`config.mk`:
```
export PLATFORM = sky130hd
export DESIGN_NAME = axil_uart_responder
export DESIGN_NICKNAME = d
export VERILOG_FILES = /design/src/rtl/axil_uart_responder.sv
export SDC_FILE = /design/constraint.sdc
export NUM_CORES = 1
export LEC_CHECK = 0
export BUFFER_PORTS_ARGS = -buffer_cell sky130_fd_sc_hd__buf_4
export CAP_MARGIN = 20
export CORE_MARGIN = 1
export CORE_UTILIZATION = 45
export CTS_CLUSTER_DIAMETER = 100
export DETAILED_ROUTE_END_ITERATION = 7
export HOLD_SLACK_MARGIN = 0.05
export MAX_ROUTING_LAYER = met4
export SLEW_MARGIN = 20
export SYNTH_ARGS = -nofsm -noshare
export SYNTH_HDL_FRONTEND = slang
export SYNTH_SLANG_ARGS = --single-unit
```
`constraint.sdc`:
```
create_clock -name chipset_clk -period 8.02 [get_ports chipset_clk]
set_clock_uncertainty 0.05 [all_clocks]
set_input_delay 0 -clock chipset_clk [delete_from_list [all_inputs] [get_ports chipset_clk]]
set_output_delay 0 -clock chipset_clk [all_outputs]
set_load 0.03 [all_outputs]
```
`src/rtl/axil_uart_responder.sv`:
```
// AXI4-Lite register front end for a UART byte path: DATA/STATUS/IER/SCRATCH with TX and RX byte FIFOs.
// Latency: read data one cycle after the AR handshake; write response one cycle after both AW and W are held.
// Backpressure: AW/W/AR stall while a response is outstanding; TX drains on tx_ready; RX has none (drops on full).
//
// Ports:
//   chipset_clk, chipset_rst_n      clock, synchronous active-low reset
//   s_axi_aw*/w*/b*/ar*/r*          AXI4-Lite slave, 13-bit address, 32-bit data
//   tx_data/tx_valid/tx_ready       byte stream out to the serializer (TX FIFO head)
//   rx_data/rx_valid                byte stream in from the deserializer
//   uart_irq                        registered level interrupt

// Generic byte FIFO. A push is accepted when not full or when a pop happens in the
// same cycle, so a full FIFO can be pushed and popped together.
module axil_uart_fifo #(
  parameter int DEPTH = 16,
  parameter int W     = 8
) (
  input  logic         clk,
  input  logic         rst_n,
  input  logic         push,
  input  logic [W-1:0] push_dat,
  input  logic         pop,
  output logic [W-1:0] head_dat,
  output logic         empty,
  output logic         full
);
  localparam int PW = $clog2(DEPTH);
  localparam logic [PW:0] FULL_CNT = (PW+1)'(DEPTH);

  logic [PW-1:0] wr_ptr_q, wr_ptr_d, rd_ptr_q, rd_ptr_d;
  logic [PW:0]   cnt_q, cnt_d;
  logic [W-1:0]  mem_q [DEPTH];
  logic [W-1:0]  mem_d [DEPTH];
  logic          do_push, do_pop;

  assign empty    = (cnt_q == '0);
  assign full     = (cnt_q == FULL_CNT);
  assign head_dat = mem_q[rd_ptr_q];
  assign do_pop   = pop & ~empty;
  assign do_push  = push & (~full | do_pop);

  always_comb begin
    wr_ptr_d = wr_ptr_q;
    rd_ptr_d = rd_ptr_q;
    cnt_d    = cnt_q;
    mem_d    = mem_q;
    if (do_push) begin
      mem_d[wr_ptr_q] = push_dat;
      wr_ptr_d        = wr_ptr_q + 1'b1;
    end
    if (do_pop) rd_ptr_d = rd_ptr_q + 1'b1;
    if (do_push && !do_pop) cnt_d = cnt_q + 1'b1;
    else if (do_pop && !do_push) cnt_d = cnt_q - 1'b1;
  end

  always_ff @(posedge clk) begin
    if (!rst_n) begin
      wr_ptr_q <= '0;
      rd_ptr_q <= '0;
      cnt_q    <= '0;
    end else begin
      wr_ptr_q <= wr_ptr_d;
      rd_ptr_q <= rd_ptr_d;
      cnt_q    <= cnt_d;
    end
  end

  // Storage needs no reset: it is only observed through a non-zero count.
  always_ff @(posedge clk) begin
    mem_q <= mem_d;
  end
endmodule

module axil_uart_responder #(
  parameter int FIFO_DEPTH = 16
) (
  input  logic        chipset_clk,
  input  logic        chipset_rst_n,
  input  logic [12:0] s_axi_awaddr,
  input  logic        s_axi_awvalid,
  output logic        s_axi_awready,
  input  logic [31:0] s_axi_wdata,
  input  logic [3:0]  s_axi_wstrb,
  input  logic        s_axi_wvalid,
  output logic        s_axi_wready,
  output logic [1:0]  s_axi_bresp,
  output logic        s_axi_bvalid,
  input  logic        s_axi_bready,
  input  logic [12:0] s_axi_araddr,
  input  logic        s_axi_arvalid,
  output logic        s_axi_arready,
  output logic [31:0] s_axi_rdata,
  output logic [1:0]  s_axi_rresp,
  output logic        s_axi_rvalid,
  input  logic        s_axi_rready,
  output logic [7:0]  tx_data,
  output logic        tx_valid,
  input  logic        tx_ready,
  input  logic [7:0]  rx_data,
  input  logic        rx_valid,
  output logic        uart_irq
);
  localparam logic [10:0] IDX_DATA    = 11'd0;
  localparam logic [10:0] IDX_STATUS  = 11'd1;
  localparam logic [10:0] IDX_IER     = 11'd2;
  localparam logic [10:0] IDX_SCRATCH = 11'd3;
  localparam logic [1:0]  RESP_OKAY   = 2'b00;
  localparam logic [1:0]  RESP_SLVERR = 2'b10;

  // init_q holds the ready outputs low through reset and raises them on the first edge after.
  logic        init_q, init_d;
  logic        aw_held_q, aw_held_d, w_held_q, w_held_d;
  logic [10:0] aw_idx_q, aw_idx_d;
  logic [31:0] wdata_q, wdata_d;
  logic [3:0]  wstrb_q, wstrb_d;
  logic        bvalid_q, bvalid_d, rvalid_q, rvalid_d;
  logic [1:0]  bresp_q, bresp_d, rresp_q, rresp_d;
  logic [31:0] rdata_q, rdata_d;
  logic [1:0]  ier_q, ier_d;
  logic [31:0] scratch_q, scratch_d;
  logic        overrun_q, overrun_d;
  logic        irq_q, irq_d;

  logic        aw_fire, w_fire, ar_fire, wr_fire;
  logic [10:0] ar_idx;
  logic        tx_push, tx_pop, tx_drop, tx_empty, tx_full;
  logic        rx_pop, rx_drop, rx_empty, rx_full;
  logic [7:0]  rx_head;
  logic [31:0] status;
  logic        unused_addr_lsbs;

  assign unused_addr_lsbs = ^{s_axi_awaddr[1:0], s_axi_araddr[1:0]};

  assign s_axi_awready = init_q & ~aw_held_q & ~bvalid_q;
  assign s_axi_wready  = init_q & ~w_held_q & ~bvalid_q;
  assign s_axi_arready = init_q & ~rvalid_q;
  assign s_axi_bvalid  = bvalid_q;
  assign s_axi_bresp   = bresp_q;
  assign s_axi_rvalid  = rvalid_q;
  assign s_axi_rresp   = rresp_q;
  assign s_axi_rdata   = rdata_q;
  assign uart_irq      = irq_q;

  assign aw_fire = s_axi_awvalid & s_axi_awready;
  assign w_fire  = s_axi_wvalid & s_axi_wready;
  assign ar_fire = s_axi_arvalid & s_axi_arready;
  assign wr_fire = aw_held_q & w_held_q;
  assign ar_idx  = s_axi_araddr[12:2];

  assign tx_valid = ~tx_empty;
  assign tx_pop   = tx_valid & tx_ready;
  assign tx_push  = wr_fire & (aw_idx_q == IDX_DATA) & wstrb_q[0];
  // A full TX still takes the byte if the serializer pops in the same cycle.
  assign tx_drop  = tx_push & tx_full & ~tx_pop;

  assign rx_pop   = ar_fire & (ar_idx == IDX_DATA) & ~rx_empty;
  assign rx_drop  = rx_valid & rx_full & ~rx_pop;

  assign status = {27'b0, overrun_q, tx_full, tx_empty, rx_full, ~rx_empty};

  axil_uart_fifo #(.DEPTH(FIFO_DEPTH), .W(8)) u_tx_fifo (
    .clk(chipset_clk), .rst_n(chipset_rst_n),
    .push(tx_push), .push_dat(wdata_q[7:0]), .pop(tx_pop),
    .head_dat(tx_data), .empty(tx_empty), .full(tx_full)
  );

  axil_uart_fifo #(.DEPTH(FIFO_DEPTH), .W(8)) u_rx_fifo (
    .clk(chipset_clk), .rst_n(chipset_rst_n),
    .push(rx_valid), .push_dat(rx_data), .pop(rx_pop),
    .head_dat(rx_head), .empty(rx_empty), .full(rx_full)
  );

  always_comb begin
    init_d    = 1'b1;
    aw_held_d = aw_held_q;
    w_held_d  = w_held_q;
    aw_idx_d  = aw_idx_q;
    wdata_d   = wdata_q;
    wstrb_d   = wstrb_q;
    bvalid_d  = bvalid_q;
    bresp_d   = bresp_q;
    rvalid_d  = rvalid_q;
    rresp_d   = rresp_q;
    rdata_d   = rdata_q;
    ier_d     = ier_q;
    scratch_d = scratch_q;

    if (aw_fire) begin
      aw_held_d = 1'b1;
      aw_idx_d  = s_axi_awaddr[12:2];
    end
    if (w_fire) begin
      w_held_d = 1'b1;
      wdata_d  = s_axi_wdata;
      wstrb_d  = s_axi_wstrb;
    end

    if (bvalid_q && s_axi_bready) bvalid_d = 1'b0;
    if (wr_fire) begin
      aw_held_d = 1'b0;
      w_held_d  = 1'b0;
      bvalid_d  = 1'b1;
      bresp_d   = RESP_OKAY;
      case (aw_idx_q)
        IDX_DATA:    if (tx_drop) bresp_d = RESP_SLVERR;
        IDX_STATUS:  ;
        IDX_IER:     if (wstrb_q[0]) ier_d = wdata_q[1:0];
        IDX_SCRATCH: begin
          for (int b = 0; b < 4; b++) begin
            if (wstrb_q[b]) scratch_d[8*b +: 8] = wdata_q[8*b +: 8];
          end
        end
        default:     bresp_d = RESP_SLVERR;
      endcase
    end

    if (rvalid_q && s_axi_rready) rvalid_d = 1'b0;
    if (ar_fire) begin
      rvalid_d = 1'b1;
      rresp_d  = RESP_OKAY;
      rdata_d  = '0;
      case (ar_idx)
        IDX_DATA:    rdata_d = rx_empty ? 32'd0 : {24'b0, rx_head};
        IDX_STATUS:  rdata_d = status;
        IDX_IER:     rdata_d = {30'b0, ier_q};
        IDX_SCRATCH: rdata_d = scratch_q;
        default:     rresp_d = RESP_SLVERR;
      endcase
    end
  end

  // A drop in the same cycle as a STATUS read keeps the flag set.
  assign overrun_d = (overrun_q & ~(ar_fire & (ar_idx == IDX_STATUS))) | rx_drop;
  assign irq_d     = (ier_q[0] & ~rx_empty) | (ier_q[1] & tx_empty);

  always_ff @(posedge chipset_clk) begin
    if (!chipset_rst_n) begin
      init_q    <= 1'b0;
      aw_held_q <= 1'b0;
      w_held_q  <= 1'b0;
      aw_idx_q  <= '0;
      wdata_q   <= '0;
      wstrb_q   <= '0;
      bvalid_q  <= 1'b0;
      bresp_q   <= RESP_OKAY;
      rvalid_q  <= 1'b0;
      rresp_q   <= RESP_OKAY;
      rdata_q   <= '0;
      ier_q     <= '0;
      scratch_q <= '0;
      overrun_q <= 1'b0;
      irq_q     <= 1'b0;
    end else begin
      init_q    <= init_d;
      aw_held_q <= aw_held_d;
      w_held_q  <= w_held_d;
      aw_idx_q  <= aw_idx_d;
      wdata_q   <= wdata_d;
      wstrb_q   <= wstrb_d;
      bvalid_q  <= bvalid_d;
      bresp_q   <= bresp_d;
      rvalid_q  <= rvalid_d;
      rresp_q   <= rresp_d;
      rdata_q   <= rdata_d;
      ier_q     <= ier_d;
      scratch_q <= scratch_d;
      overrun_q <= overrun_d;
      irq_q     <= irq_d;
    end
  end
endmodule

```
==> results.sh <==
export IMPL_status="complete, no violations"
export IMPL_peakVddDrop_uv=186.6
export IMPL_die_x_um=189.5
export IMPL_portBuffers=123
export IMPL_avgSynthCellArea_um2=14.46
export IMPL_slew_viol_final=0
export IMPL_ys_warn_count=0
export IMPL_power_frac_comb_pct=14.0
export IMPL_die_area_um2=35920
export IMPL_cp_arrival_ns=4.16
export IMPL_ant_nets=0
export IMPL_n_antenna_cell=0
export IMPL_multiInputGateArea_um2=4910
export IMPL_drc=0
export IMPL_synth_area_um2=15820
export IMPL_cts_buffer_depth=3
export IMPL_cts_htree_levels=2
export IMPL_met1_length_um=15580
export IMPL_drt_initial_drc_count=622
export IMPL_cp_start_kind="primary input"
export IMPL_cp_top_family="buffers and inverters"
export IMPL_viasPerCell=5.376
export IMPL_clk_latency_ns=0.54
export IMPL_synthTopCellsByCount="edfxtp_1 (256), dfxtp_1 (148), nand2_1 (121), nor2_1 (114), mux4_2 (73)"
export IMPL_cts_tree="yes"
export IMPL_hold_class="primary input to flop"
export IMPL_grt_pass1_vias=10040
export IMPL_synth_top_cell_area_share_pct=48.58
export IMPL_dp_cells=1618
export IMPL_final_seq_area_um2=10650
export IMPL_async_flop_share_pct=0
export IMPL_grt_max_degree=74
export IMPL_slowest_delay_ns=0.68
export IMPL_fp_coreArea_um2=34540
export IMPL_drive_gt1_share_pct=21.25
export IMPL_cts_sinks=404
export IMPL_post_route_period_util_pct=46.81
export IMPL_gp_congestion=0.7641
export IMPL_wl_per_cell_um=19.78
export IMPL_area_growth_pct=25.36
export IMPL_cap_viol_max_count=0
export IMPL_post_dp_cell_area_um2=17160
export IMPL_start_util_pct=45.81
export IMPL_finalInstanceArea_um2=19840
export IMPL_ys_ff_latch=404
export IMPL_critical_path_class="primary input to flop"
export IMPL_rows=68
export IMPL_total_leakage_power_uw=0.007312
export IMPL_internal_power_uw=3616
export IMPL_synth_cell_types=60
export IMPL_seqPwrFrac_pct=48.4
export IMPL_num_nets_final=1447
export IMPL_cp_cell_sequence="dlygate4sd3_1 -> buf_4 -> nor4_2 -> dlygate4sd3_1 -> o2111ai_4 -> o211ai_4 -> and2_4 -> ha_1 -> inv_1 -> fa_1 -> a21o_1 -> a21oi_1 -> xnor2_1 -> or3_1 -> a21oi_1"
export IMPL_synth_edf_count=256
export IMPL_synth_main_ff_cell="edfxtp_1"
export IMPL_tightestPinTransition_ns=0.9552
export IMPL_track_usage_pct=21.16
export IMPL_cp_max_fo=12
export IMPL_die_h_um=189.5
export IMPL_end_kind="flop"
export IMPL_switchingPower_uw=1172
export IMPL_clk_pin_slew_ns=0.06
export IMPL_rsz0062_at_grt="false"
export IMPL_finalHoldViolations=0
export IMPL_hold_slack_ns=0.08179
export IMPL_synth_area_leader_cell="edfxtp_1"
export IMPL_slew_headroom_pct=36.09
export IMPL_path_depth=15
export IMPL_p_per_area_nw_per_um2=241.4
export IMPL_route_met2_wl_um=18130
export IMPL_crit_buf_inv=4
export IMPL_met3WireLength_um=1870
export IMPL_reg2reg_depth=11
export IMPL_fin_cells=1834
export IMPL_clockRootBuffer="clkbuf_16"
export IMPL_synth_seq_area_share_pct=67.30
export IMPL_ctsResizeCount=0
export IMPL_setup_viol=0
export IMPL_ios=130
export IMPL_numCtsBuffers=42
export IMPL_holdPathStages=6
export IMPL_vias=9860
export IMPL_top_layer="met4"
export IMPL_drtPass1Iterations=5
export IMPL_cp_data_required_time_ns=8.42
export IMPL_grt_pass1_wl_um=56430
export IMPL_antenna_found_initial=0
export IMPL_max_freq_mhz=266.3
export IMPL_yosys_top_cells_area="edfxtp_1 (49%), dfxtp_1 (19%), mux4_2 (10%)"
export IMPL_switching_share_pct=24.48
export IMPL_hpwl_um=21470
export IMPL_critPathSlowestCell="dlygate4sd3_1"
export IMPL_synthCells=1094
export IMPL_synth_most_common_cell="edfxtp_1"
export IMPL_final_min_clock_period_ns=3.755
export IMPL_fin_setup_tns_ns=0
export IMPL_gr_total_overflow=0
export IMPL_num_fill_cells=2734
export IMPL_p_clk_share_pct=37.7
export IMPL_routed_wl_um=36270
[cells in the final DEF (no fill, tap or decap), drive strengths merged, types with 3 or more instances in the layout]
cell type / instances
edfxtp: 256
dfxtp: 148
dlygate4sd3: 141
buf: 132
nand2: 125
nor2: 114
mux4: 73
a21oi: 67
clkbuf: 63
mux2i: 43
a22oi: 29
ha: 18
o21ai: 15
nor3: 13
nand2b: 12
nand3: 12
inv: 12
xnor2: 10
clkinv: 9
nand4: 7
xor2: 7
mux2: 6
and3: 6
and2: 6
nor4: 6
nor2b: 5
a31oi: 5
a21o: 4
or3: 3
o22ai: 3
or4: 3
o211ai: 3
[logic make-up (layout without fill, tap and decap cells)]
logic type,after synthesis,count (layout),share of synthesized area (%)
AO/OA/AOI/OAI,138,138,5.511
XOR/XNOR,17,17,0.9409
adder cells (fa/ha/maj),20,20,1.676
buffers and inverters,74,358,1.953
flip-flops,404,404,67.30
multiplexers,122,122,13.54
other,1,2,0.02370
AND/OR/NAND/NOR,318,318,9.054
[final timing paths]
path,endpoint,slack [ns],start
worst min-delay path,s_axi_rdata[1]$_SDFFE_PN0P_,0.08,s_axi_araddr[6]
worst max register to register,u_tx_fifo.cnt_q[4]$_SDFFE_PN0P_,4.58,aw_idx_q[8]$_SDFFE_PN0P_
worst min register to register,u_tx_fifo.rd_ptr_q[1]$_SDFFE_PN0P_,0.42,u_tx_fifo.rd_ptr_q[1]$_SDFFE_PN0P_
worst max-delay path,u_rx_fifo.cnt_q[4]$_SDFFE_PN0P_,4.27,s_axi_araddr[3]
[per-layer routing]
metal,up-vias,track usage (%)
met5,-,-
met4,0,5.335
met3,62,3.133
met2,263,34.94
met1,4957,27.46
li1,4578,-
[layout make-up]
class | count | share of cell area, %
clock inverter | 12 | 0.5172
sequential | 404 | 53.70
timing repair buffer | 273 | 12.11
clock buffer | 63 | 5.847
multi-input combinational | 617 | 24.75
tap | 455 | 2.870
inverter | 10 | 0.2018
[tightest hold or removal path: stages]
cell       delay [ns]
buf_4            0.08
nor3_1           0.10
o2111ai_4        0.19
nor2_1           0.11
nand2_1          0.08
a21oi_1          0.06
[power by group through the flow]
stage	Combinational [µW]	Clock [µW]	Sequential, µW
after floorplan	441	0	2340
after global placement	615	0	2360
after detailed placement	619	0	2360
after CTS	673	1840	2320
after global routing	729	1930	2320
final	669	1800	2320
[per-stage QoR]
stage	worst slack (ns)	utilization, %	total power, µW
after detailed placement	4.621	49.68	2979
after floorplan	4.722	-	2786
final	4.265	57.43	4788
after global routing	4.000	57.43	4980
after CTS	4.330	57.42	4833
after global placement	4.649	49.68	2972
[flip-flops by register name (all words and copies together) (netlist names)]
signal and count:
aw_held_q 1, u_rx_fifo.rd_ptr_q 4, s_axi_rdata 32, wstrb_q 4, overrun_q 1, s_axi_rvalid 1, w_held_q 1, aw_idx_q 11
init_q 1, s_axi_rresp 1, wdata_q 32, u_tx_fifo.wr_ptr_q 4, ier_q 2, u_rx_fifo.cnt_q 5, u_tx_fifo.cnt_q 5, scratch_q 32
s_axi_bvalid 1, s_axi_bresp 1, u_tx_fifo.mem_q 128, uart_irq 1, u_tx_fifo.rd_ptr_q 4, u_rx_fifo.wr_ptr_q 4, u_rx_fifo.mem_q 128
[repair_timing]
action / CTS / global route
hold buffers: 141 / 0
hold endpoints to repair: 212 / 0
buffers inserted: 0 / 0
(Power assumes the default switching activity.)
